<file path="config.mk">
export PLATFORM = sky130hd
export DESIGN_NAME = seg7_to_bcd_capture
export DESIGN_NICKNAME = d
export VERILOG_FILES = /design/src/rtl/seg7_to_bcd_capture.sv
export SDC_FILE = /design/constraint.sdc
export NUM_CORES = 1
export LEC_CHECK = 0
export CAP_MARGIN = 10
export CORE_ASPECT_RATIO = 1.1
export CORE_MARGIN = 2
export CORE_UTILIZATION = 50
export DETAILED_ROUTE_END_ITERATION = 10
export DONT_BUFFER_PORTS = 1
export PLACE_DENSITY = 0.63
export SLEW_MARGIN = 20
export SYNTH_ARGS = -nofsm -noshare
export SYNTH_HDL_FRONTEND = slang
export SYNTH_SLANG_ARGS = --single-unit
</file>
<file path="constraint.sdc">
create_clock -name clk -period 1.8 [get_ports clk]
set_input_delay 0.36 -clock clk [delete_from_list [all_inputs] [get_ports clk]]
set_output_delay 0.36 -clock clk [all_outputs]
set_load 0.02 [all_outputs]
</file>
<file path="src/rtl/seg7_to_bcd_capture.sv">
// seg7_to_bcd_capture: recovers BCD digits from 7-segment drive lines.
// Stability-filtered sampling, change-only emit, valid/ready result port.
module seg7_to_bcd_capture #(
  parameter int STABLE_CNT = 4,
  parameter int CNT_W      = 8
) (
  input  logic       clk,
  input  logic       rst_n,
  input  logic [7:1] seg_in,
  input  logic       sample_en,
  output logic       out_valid,
  input  logic       out_ready,
  output logic [3:0] out_bcd,
  output logic       out_blank,
  output logic       out_err,
  output logic       overrun,
  input  logic       clear_overrun
);

  localparam logic [CNT_W-1:0] STB = CNT_W'(STABLE_CNT);
  localparam logic [CNT_W-1:0] ONE = CNT_W'(1);

  logic [7:1]       cand;
  logic [CNT_W-1:0] cnt;
  logic [7:1]       last;
  logic             last_vld;
  logic             acc_q;
  logic [7:1]       acc_pat;

  logic             same;
  logic [CNT_W-1:0] cnt_nx;
  logic             accept;
  logic             emit;
  logic             deliver;
  logic [3:0]       dec_bcd;
  logic             dec_blank;
  logic             dec_err;

  // Stability filter next-state and accept detection
  always_comb begin
    same   = (seg_in == cand);
    cnt_nx = ONE;
    if (same) begin
      cnt_nx = (cnt >= STB) ? STB : cnt + ONE;
    end
    accept = sample_en && (cnt_nx == STB) && ((cnt < STB) || !same);
  end

  // Decode the accepted pattern into digit / blank / error
  always_comb begin
    dec_bcd   = 4'hF;
    dec_blank = 1'b0;
    dec_err   = 1'b0;
    case (acc_pat)
      7'b1111110: dec_bcd = 4'd0;
      7'b0110000: dec_bcd = 4'd1;
      7'b1101101: dec_bcd = 4'd2;
      7'b1111001: dec_bcd = 4'd3;
      7'b0110011: dec_bcd = 4'd4;
      7'b1011011: dec_bcd = 4'd5;
      7'b1011111: dec_bcd = 4'd6;
      7'b1110000: dec_bcd = 4'd7;
      7'b1111111: dec_bcd = 4'd8;
      7'b1111011: dec_bcd = 4'd9;
      7'b0000000: dec_blank = 1'b1;
      default:    dec_err = 1'b1;
    endcase
  end

  // Emit only on a change from the last accepted pattern
  always_comb begin
    emit    = acc_q && (!last_vld || (acc_pat != last));
    deliver = out_valid && out_ready;
  end

  // Sample filter state; frozen while sample_en is low
  always_ff @(posedge clk or negedge rst_n) begin
    if (!rst_n) begin
      cand    <= 7'b0;
      cnt     <= '0;
      acc_q   <= 1'b0;
      acc_pat <= 7'b0;
    end else begin
      acc_q <= accept;
      if (accept) acc_pat <= seg_in;
      if (sample_en) begin
        cand <= seg_in;
        cnt  <= cnt_nx;
      end
    end
  end

  // Result register, change tracking and sticky overrun
  always_ff @(posedge clk or negedge rst_n) begin
    if (!rst_n) begin
      last      <= 7'b0;
      last_vld  <= 1'b0;
      out_valid <= 1'b0;
      out_bcd   <= 4'h0;
      out_blank <= 1'b0;
      out_err   <= 1'b0;
      overrun   <= 1'b0;
    end else begin
      if (emit) begin
        last     <= acc_pat;
        last_vld <= 1'b1;
      end
      if (emit && (!out_valid || out_ready)) begin
        out_valid <= 1'b1;
        out_bcd   <= dec_bcd;
        out_blank <= dec_blank;
        out_err   <= dec_err;
      end else if (deliver) begin
        out_valid <= 1'b0;
      end
      if (emit && out_valid && !out_ready) begin
        overrun <= 1'b1;
      end else if (clear_overrun) begin
        overrun <= 1'b0;
      end
    end
  end

endmodule
</file>
==> impl_summary.txt <==
----------------------------------------------------
[CTS]
  Worst skew pair latency ... between 0.2 and 0.3 ns
  Buffer depth of the longest clock path ... 2
  CTS tree ... done
  Total number of H-tree levels ... 2
  Register clock-pin slew on the reported worst setup and hold paths ... 0.07 ns
  Buffer type at the clock tree root ... clkbuf_8
  CTS buffer count ... 5
  Sink Count ... 39

[Synth]
  Count of different cell masters after synthesis ... 44
  Synthesized cell area ... roughly 1900 µm²
  Library cell occupying the most area in the post-synthesis netlist ... dfrtp_1
  Synthesized Nets ... approximately 180
  Leading cell types by count after synthesis ... dfrtp_1 (39), mux2_2 (16), xnor2_1 (11)
  Synthesis warning total ... 0
  Synth Register Bits ... 39
  Number of flops mapped to enable cells by yosys ... 0
  Most repeated cell in the gate-level netlist after synthesis ... dfrtp_1
  Dominant register cell in the synthesized netlist ... dfrtp_1
  Fraction of synthesis flops using an asynchronous set or reset pin ... between 90% and 100%
  Syn avg cell area ... roughly 12 µm²
  Proportion of netlist area held by the largest area contributor ... approximately half
  Number of instances in the synthesized netlist ... between 150 and 200
  Top post-synthesis cells by area ... dfrtp_1 (50%), mux2_2 (9.3%), mux2_4 (5.4%)
  Post-synthesis sequential area ratio ... 50.2%

[Timing]
  Unrepaired setup endpoints after global routing ... no
  Worst Tran Pin Value ... about 0.4 ns
  Endpoints failing setup ... 0
  Post-route worst hold slack ... approximately 0.13 ns
  Max-slew violation count ... 0
  Min Tclk post-route ... ~1.7 ns
  Sum of negative setup slack ... 0 ns
  Slack of the critical path ... ~0.09 ns
  Worst Skew ... 0.00830 ns
  Fin crit share ... a little over nine tenths
  Highest Clock Rate ... 0.585 GHz
  Worst slew margin relative to its limit ... between 70% and 80%
  Final Hold Viols ... 0

[Hold path]
  Hold path start ... sample_en
  Worst min-delay path endpoint ... cnt[7]
  Worst Hold Path Cells ... 1
  Hold WC Path Type ... in -> reg

[Detailed routing]
  Wire per inst ... roughly 15 µm
  Number of DRC markers after the initial detailed-route iteration ... between 40 and 50
  Number of antenna-violating nets in the routed design ... 0
  Final WL ... roughly 3300 µm
  Remaining design rule violation count ... 0
  Drt pass-1 iters ... 4
  Via Count ... roughly 1,200
  Mean number of vias per cell ... about 5.5

[Global routing]
  Maximum number of pins on one net before global-route repair ... 40
  Initial antenna violation count ... 0
  First-pass GRT wire length ... 5590 µm
  Global-route total usage across every layer ... between 15 and 20%
  Vias in the first global route ... 1,223
  Total congestion overflow ... 0

[Placement]
  Half-perimeter wire length after detailed placement ... approximately 2300 µm
  PortBufs ... 0
  Worst setup timing slack at the placement stage ... between 0.1 and 0.15 ns
  Final weighted congestion of routability-driven global placement ... slightly below 0.8

[Setup path]
  R2R cell count ... 6
  Critical Path Sink Type ... flip-flop
  Maximum fanout along the worst path ... 8
  R2r startpoint ... cnt[1]
  Critical path startpoint category ... flip-flop
  Capturing point of the worst reg2reg path ... acc_pat[6]
  Minimum setup slack among reg-to-reg paths ... 0.09 ns
  Setup CP Type ... reg -> reg
  Worst path required time ... 1.96 ns
  Arrival time worst endpoint ... 1.88 ns

[Cells and area]
  Area growth, synth to finish ... 10.3%
  Fraction of layout cells with a size suffix above 1 ... between 20% and 30%
  Antenna cell count ... 0
  Final nets ... between 150 and 200

[Floorplanning]
  Number of top-level pins ... 20
  Area enclosed by the die boundary ... 4400 µm²
  Total number of placement rows ... 23
  Vertical extent of the die ... approximately 70 µm
  Floorplan die width ... approximately 63 µm
  Area of the core ... between 3000 and 4000 µm²
  Starting density of the core ... between 50 and 60%

[Outcome]
  Outcome ... finished clean

[Power]
  Leakage power of the design ... between 0.0009 and 0.001 µW
  P per Cell Area ... about 850 nW/µm²
  Max rail drop VDD ... 0.609 mV

[Run]
  Max capacitance violation total ... 0

----------------------------------------------------
[cells in the final DEF (no fill, tap or decap), drive strengths merged]
cell type and count:
a211oi 1, a21o 1, a21oi 2, a2bb2oi 1, a311oi 1, a31o 1, a31oi 2, and2 3
and3 3, and3b 1, and4b 1, buf 6, bufinv 2, clkbuf 6, dfrtp 39, dlygate4sd3 1
ha 2, inv 4, mux2 23, mux2i 1, nand2 9, nand2b 1, nand3 2, nand4 4
nor2 6, nor2b 8, nor3 6, nor4 1, nor4bb 1, o211ai 2, o21a 1, o21ai 4
o221ai 1, o22ai 1, o31ai 1, or2 1, or4 1, xnor2 11, xor2 3
[where the power goes]
group / total (µW) / leakage [µW] / switching [µW] / internal (µW)
logic: 73.5 / 0.000369 / 35.6 / 37.9
registers: 904 / 0.000519 / 11.1 / 893
clock network: 842 / 0.0000654 / 288 / 554
[worst max path at each step]
stage | start | endpoint | depth (start not counted)
3_3_place_gp | acc_pat[2] | out_bcd[2] | 4
5_1_grt | acc_pat[1] | out_bcd[0] | 6
6_report | cnt[1] | acc_pat[6] | 6
3_5_place_dp | cnt[1] | acc_pat[6] | 6
2_1_floorplan | cnt[0] | acc_pat[1] | 6
4_1_cts | cnt[1] | acc_pat[6] | 6
[kinds of logic (layout without fill, tap and decap cells)]
family,count (synthesis),in the layout,share of synthesized area (%)
compound gates,19,19,7.34
xor+xnor,14,14,6.31
fa+ha+maj,2,2,1.29
buf+inv,15,19,4.64
flops,39,39,50.2
mux,24,24,15.2
simple gates,48,48,15.0
[critical path, cell delays in order (launching register included)]
cell     delay [ns]
dfrtp_1        0.36
inv_1          0.06
ha_1           0.29
and4b_1        0.24
and3_1         0.20
buf_12         0.14
mux2_4         0.30
[final cells by class]
| class | instances | area, µm² |
|---|---|---|
| Clock buffer | 6 | 72.6 |
| Clock inverter | 2 | 60.1 |
| Fill cell | 316 | 1540 |
| Inverter | 4 | 15.0 |
| Multi-Input combinational cell | 107 | 877 |
| Sequential cell | 39 | 976 |
| Tap cell | 50 | 62.6 |
| Timing Repair Buffer | 7 | 80.1 |
[routing by layer]
layer / share of wire, % / GRT usage [%] / up-vias
met5: 0 / 0 / -
met3: 5.4 / 6.01 / 10
met4: 3.3 / 10.1 / 0
met1: 42 / 19.6 / 569
met2: 50 / 25.7 / 36
li1: - / - / 567
[metrics by stage]
stage          utilization, %  instances  total power, µW  area (µm²)
2_1_floorplan               -        161              970        1940
3_3_place_gp             53.8        205              970        1980
3_5_place_dp             53.8        205              973        1980
4_1_cts                  58.2        215             1850        2140
5_1_grt                  58.2        215             1900        2140
6_report                 58.2        215             1820        2140
[flip-flops by register name (all words and copies together) (netlist names)]
signal and flops:
acc_pat 7, acc_q 1, cand 7, cnt 8, last 7, last_vld 1, out_bcd 4, out_blank 1
out_err 1, out_valid 1, overrun 1
[what timing repair did]
item / CTS / global route
endpoints found under the hold margin: 39 / 0
setup endpoints to repair: 0 / 0
hold buffers: 2 / 0
setup buffers: 0 / 0
gates resized for setup: 0 / 0
Power figures use the tool's default switching activity.
